`src/rtl/selector_secuenciador.sv`:
```
// Upstream driver for the synchronous 4:1 mux: accepts 4-bit words on valid/ready,
// holds each word and walks the selector through all four bit positions.
module selector_secuenciador #(
    parameter int HOLD_CYCLES = 1,
    parameter bit MSB_FIRST   = 1'b0
) (
    input  logic       iClk,
    input  logic       iReset,
    input  logic [3:0] iWord,
    input  logic       iValid,
    output logic       oReady,
    output logic [3:0] oData,
    output logic [1:0] oSelector,
    output logic       oSelValid,
    output logic       oBitValid,
    output logic       oLastBit,
    output logic       oBusy
);

    typedef enum logic [0:0] {
        ST_IDLE  = 1'b0,
        ST_SHIFT = 1'b1
    } state_t;

    localparam logic [1:0] SEL_START = MSB_FIRST ? 2'b11 : 2'b00;
    localparam logic [1:0] SEL_FINAL = MSB_FIRST ? 2'b00 : 2'b11;
    localparam logic [3:0] HOLD_LAST = 4'(HOLD_CYCLES - 1);

    // Selector walk direction follows the configured bit order.
    function automatic logic [1:0] sel_step(input logic [1:0] sel);
        logic [1:0] nxt;
        if (MSB_FIRST) begin
            nxt = sel - 2'b01;
        end else begin
            nxt = sel + 2'b01;
        end
        return nxt;
    endfunction

    state_t     state_q, state_d;
    logic [3:0] data_q, data_d;
    logic [1:0] sel_q, sel_d;
    logic [3:0] cnt_q, cnt_d;
    logic       sel_valid_q, sel_valid_d;
    logic       bit_valid_q, bit_valid_d;
    logic       last_bit_q, last_bit_d;
    logic       busy_q, busy_d;

    logic       hold_done_s;
    logic       end_of_word_s;
    logic       ready_s;
    logic       accept_s;

    // Handshake decode: ready in IDLE and in the single end-of-word cycle.
    always_comb begin
        hold_done_s   = (cnt_q == HOLD_LAST);
        end_of_word_s = (state_q == ST_SHIFT) && (sel_q == SEL_FINAL) && hold_done_s;
        ready_s       = (state_q == ST_IDLE) || end_of_word_s;
        accept_s      = iValid && ready_s;
    end

    // Next-state, selector stepping and delayed qualifier computation.
    always_comb begin
        state_d = state_q;
        data_d  = data_q;
        sel_d   = sel_q;
        cnt_d   = cnt_q;

        case (state_q)
            ST_IDLE: begin
                if (accept_s) begin
                    state_d = ST_SHIFT;
                    data_d  = iWord;
                    sel_d   = SEL_START;
                    cnt_d   = 4'd0;
                end else begin
                    state_d = ST_IDLE;
                end
            end
            ST_SHIFT: begin
                if (accept_s) begin
                    // Back-to-back word: restart the walk with no idle gap.
                    state_d = ST_SHIFT;
                    data_d  = iWord;
                    sel_d   = SEL_START;
                    cnt_d   = 4'd0;
                end else if (end_of_word_s) begin
                    state_d = ST_IDLE;
                    cnt_d   = 4'd0;
                end else if (hold_done_s) begin
                    cnt_d = 4'd0;
                    sel_d = sel_step(sel_q);
                end else begin
                    cnt_d = cnt_q + 4'd1;
                end
            end
            default: begin
                state_d = ST_IDLE;
                data_d  = 4'd0;
                sel_d   = SEL_START;
                cnt_d   = 4'd0;
            end
        endcase

        sel_valid_d = (state_d == ST_SHIFT);
        busy_d      = (state_d == ST_SHIFT);
        // The mux registers its output, so its qualifiers trail by one cycle.
        bit_valid_d = sel_valid_q;
        last_bit_d  = sel_valid_q && end_of_word_s;
    end

    // State and output registers; reset dominates any handshake in flight.
    always_ff @(posedge iClk) begin
        if (iReset) begin
            state_q     <= ST_IDLE;
            data_q      <= 4'd0;
            sel_q       <= SEL_START;
            cnt_q       <= 4'd0;
            sel_valid_q <= 1'b0;
            bit_valid_q <= 1'b0;
            last_bit_q  <= 1'b0;
            busy_q      <= 1'b0;
        end else begin
            state_q     <= state_d;
            data_q      <= data_d;
            sel_q       <= sel_d;
            cnt_q       <= cnt_d;
            sel_valid_q <= sel_valid_d;
            bit_valid_q <= bit_valid_d;
            last_bit_q  <= last_bit_d;
            busy_q      <= busy_d;
        end
    end

    assign oReady    = ready_s;
    assign oData     = data_q;
    assign oSelector = sel_q;
    assign oSelValid = sel_valid_q;
    assign oBitValid = bit_valid_q;
    assign oLastBit  = last_bit_q;
    assign oBusy     = busy_q;

endmodule

```
`config.mk`:
```
export PLATFORM = sky130hd
export DESIGN_NAME = selector_secuenciador
export DESIGN_NICKNAME = d
export VERILOG_FILES = /design/src/rtl/selector_secuenciador.sv
export SDC_FILE = /design/constraint.sdc
export NUM_CORES = 1
export LEC_CHECK = 0
export BUFFER_PORTS_ARGS = -buffer_cell sky130_fd_sc_hd__buf_2
export CAP_MARGIN = 10
export CORE_AREA = 10 10 47 49
export CTS_CLUSTER_DIAMETER = 100
export DETAILED_ROUTE_END_ITERATION = 6
export DIE_AREA = 0 0 57 59
export GPL_ROUTABILITY_DRIVEN = 0
export GPL_TIMING_DRIVEN = 0
export PLACE_DENSITY = 0.77
export RECOVER_POWER = 25
export SLEW_MARGIN = 20
export SYNTH_ARGS = -nofsm -noshare
export SYNTH_HDL_FRONTEND = slang
export SYNTH_SLANG_ARGS = --single-unit
```
`constraint.sdc`:
```
create_clock -name iClk -period 2.6 [get_ports iClk]
set_input_delay 0.26 -clock iClk [delete_from_list [all_inputs] [get_ports iClk]]
set_output_delay 0.26 -clock iClk [all_outputs]
set_load 0.01 [all_outputs]
```
==> metrics <==
most frequent cells in the layout 17 x buf_2, 13 x dfxtp_1, 7 x nand2_1, 6 x clkbuf_1; Via density between 5 and 6; most common cell after layout, fill and taps aside buf_2; initial DRC count 9; Multi-input gate area approximately 370 um^2; Clock Path Buffers 2; final worst slack roughly 0.75 ns; Synth Instances between 70 and 80; Final period util between 70% and 80%; WP data arrival ~1.6 ns; CTS buffer count 3; CP Capture Type primary output; Die Span Y between 50 and 60 um; DIE AREA about 0.0034 mm^2; Peak VDD IR 0.2339 mV; outcome complete, no violations; cell area power density ~500 mW/mm^2; number of fill cells in the layout around 140; Syn Area/Cell between 8 and 9 um^2; register area 260.3 um^2; FF+latch count, synth 13; total gr overflow 0; Synth Net Count 86; post-CTS sizing 0; worst slack, placed ~1.1 ns; Final Net Count between 100 and 150; initial antenna violation count 0; CTS tree built; Post-Syn Area 676.9 um^2; LEAKAGE approximately 0.33 nW; HP Class input port to flip-flop; postcts setup bufs 0; Die W about 57 um; cts-stage hold buffer count 0; endpoints failing setup 0; Max Cap Viol 0; initial core utilization 48.30%; wire length per cell about 14 um; Hold Fails Final Rpt 0; area grow syn2layout 18.48%; drt pass-1 iters 4; post-layout min period about 1.8 ns; clk_skew between 0.001 and 0.0015 ns; Worst-Margin Slew about 0.31 ns; Fmax 541.1 MHz; vias between 600 and 700; Slew headroom 79.06%; Clock Pin Slew Worst Setup and Hold Paths about 0.08 ns; overall routing resource usage between 8 and 9%; post-route cell area roughly 800 um^2; largest net degree at the start of global routing 11; first-pass GRT wire length 2.401 mm; Clock Latency Late Sink around 0.28 ns; DRC 0; Ys Warns 0; synth unique cells 26; Slew Viols, Final 0; post-route ant nets 0; I/O pins 18; DP HPWL 1.159 mm; setup_tns 0 ns; CP max FO 10; Worst setup SP type flip-flop; num rows 14; Post-DP Area between 700 and 800 um^2; clock sinks 13; final wirelength 1.571 mm; sequential fraction of the synthesis area approximately two fifths; vias in the first global route 529; CTS H-tree lvls 1; WP data required around 2.3 ns; Crit Path Category flip-flop to primary output; core area approximately 0.0014 mm^2; antenna diode count 0; port bufs 17; Root Driver clkbuf_4; RSZ-0062 raised after global routing false; ratio of cells with drive above 1 in the final layout roughly 25%
[worst max-delay path: stages (launching register included)]
cell and delay, ns:
dfxtp_1 0.41, inv_1 0.09, ha_1 0.22, nand4bb_1 0.12, buf_2 0.22, nand2_1 0.10, buf_2 0.15
[metal layers]
metal  wire length [um]  GRT usage [%]  up-vias  part of all wire, %
met4                 37          6.040        0                  2.4
li1                   -              -      323                    -
met2                669          12.87       18                   43
met5                  0              0        -                    0
met1                771          10.18      291                   49
met3                 93          3.648        6                  5.9
[kinds of logic after synthesis]
kind of cell / Yosys count / synth area share (%)
AND/OR/NAND/NOR: 29 / 27.73
AO/OA/AOI/OAI: 19 / 19.04
flip-flops: 13 / 38.45
buffers and inverters: 11 / 7.579
adder cells (fa/ha/maj): 3 / 5.546
multiplexers: 1 / 1.663
[final timing paths]
check | startpoint | endpoint | slack (ns) | depth (start not counted)
max | cnt_q[0] | oReady | 0.75 | 6
min | iWord[3] | oData[3] | 0.24 | 3
max reg2reg | cnt_q[0] | oSelector[0] | 1.15 | 5
min reg2reg | cnt_q[0] | cnt_q[0] | 0.52 | 2
[synth_stat cells]
| cell type | instances | area, um^2 |
|---|---|---|
| nand3_1 | 2 | 10.01 |
| nand4bb_1 | 1 | 11.26 |
| nor3_1 | 1 | 5.000 |
| or3b_4 | 1 | 11.26 |
| nor2_1 | 2 | 7.510 |
| nor3_2 | 1 | 10.01 |
| nand4b_1 | 5 | 43.79 |
| buf_2 | 5 | 25.02 |
| mux2_2 | 1 | 11.26 |
| dfxtp_1 | 13 | 260.3 |
| buf_4 | 1 | 7.510 |
| o211ai_1 | 1 | 7.510 |
| o21ai_0 | 2 | 10.01 |
| o311ai_0 | 1 | 8.760 |
| a21oi_1 | 5 | 25.02 |
| a31oi_1 | 4 | 25.02 |
| nor2b_1 | 3 | 18.77 |
| o311ai_1 | 3 | 26.28 |
| nand2_1 | 7 | 26.28 |
| nor3b_1 | 5 | 37.54 |
| a22o_1 | 1 | 8.760 |
| a41oi_1 | 1 | 8.760 |
| ha_1 | 3 | 37.54 |
| nand2b_1 | 1 | 6.260 |
| inv_1 | 5 | 18.77 |
| o32ai_1 | 1 | 8.760 |
[power by group]
group | leakage [nW] | internal (W) | switching [W]
registers | 0.106 | 0.000207 | 0.00000722
logic | 0.207 | 0.0000253 | 0.0000321
clock network | 0.0150 | 0.0000596 | 0.0000688
[metrics by stage]
step                hold slack [ns]  power (W)  utilization (%)  instances
floorplan                    0.4194  0.0002541                -         76
global placement             0.4829  0.0002768            55.80        109
detailed placement           0.5043  0.0002780            55.80        109
CTS                          0.2373  0.0004042            57.68        113
global route                 0.2376  0.0004187            57.23        113
finish                       0.2410  0.0004004            57.23        113
[registers in the layout, indices dropped and copies added, names as in the netlist]
| register | flops |
|---|---|
| oLastBit | 1 |
| oData | 4 |
| oSelector | 2 |
| cnt_q | 4 |
| oBusy | 1 |
| oBitValid | 1 |
[layout make-up]
| class | count | share of cell area, % |
|---|---|---|
| Multi-Input combinational cell | 52 | 45.55 |
| Sequential cell | 13 | 32.45 |
| Tap cell | 16 | 2.496 |
| Buffer | 6 | 4.056 |
| Timing Repair Buffer | 17 | 9.828 |
| Clock buffer | 4 | 3.276 |
| Inverter | 5 | 2.340 |
(Power assumes the default switching activity.)
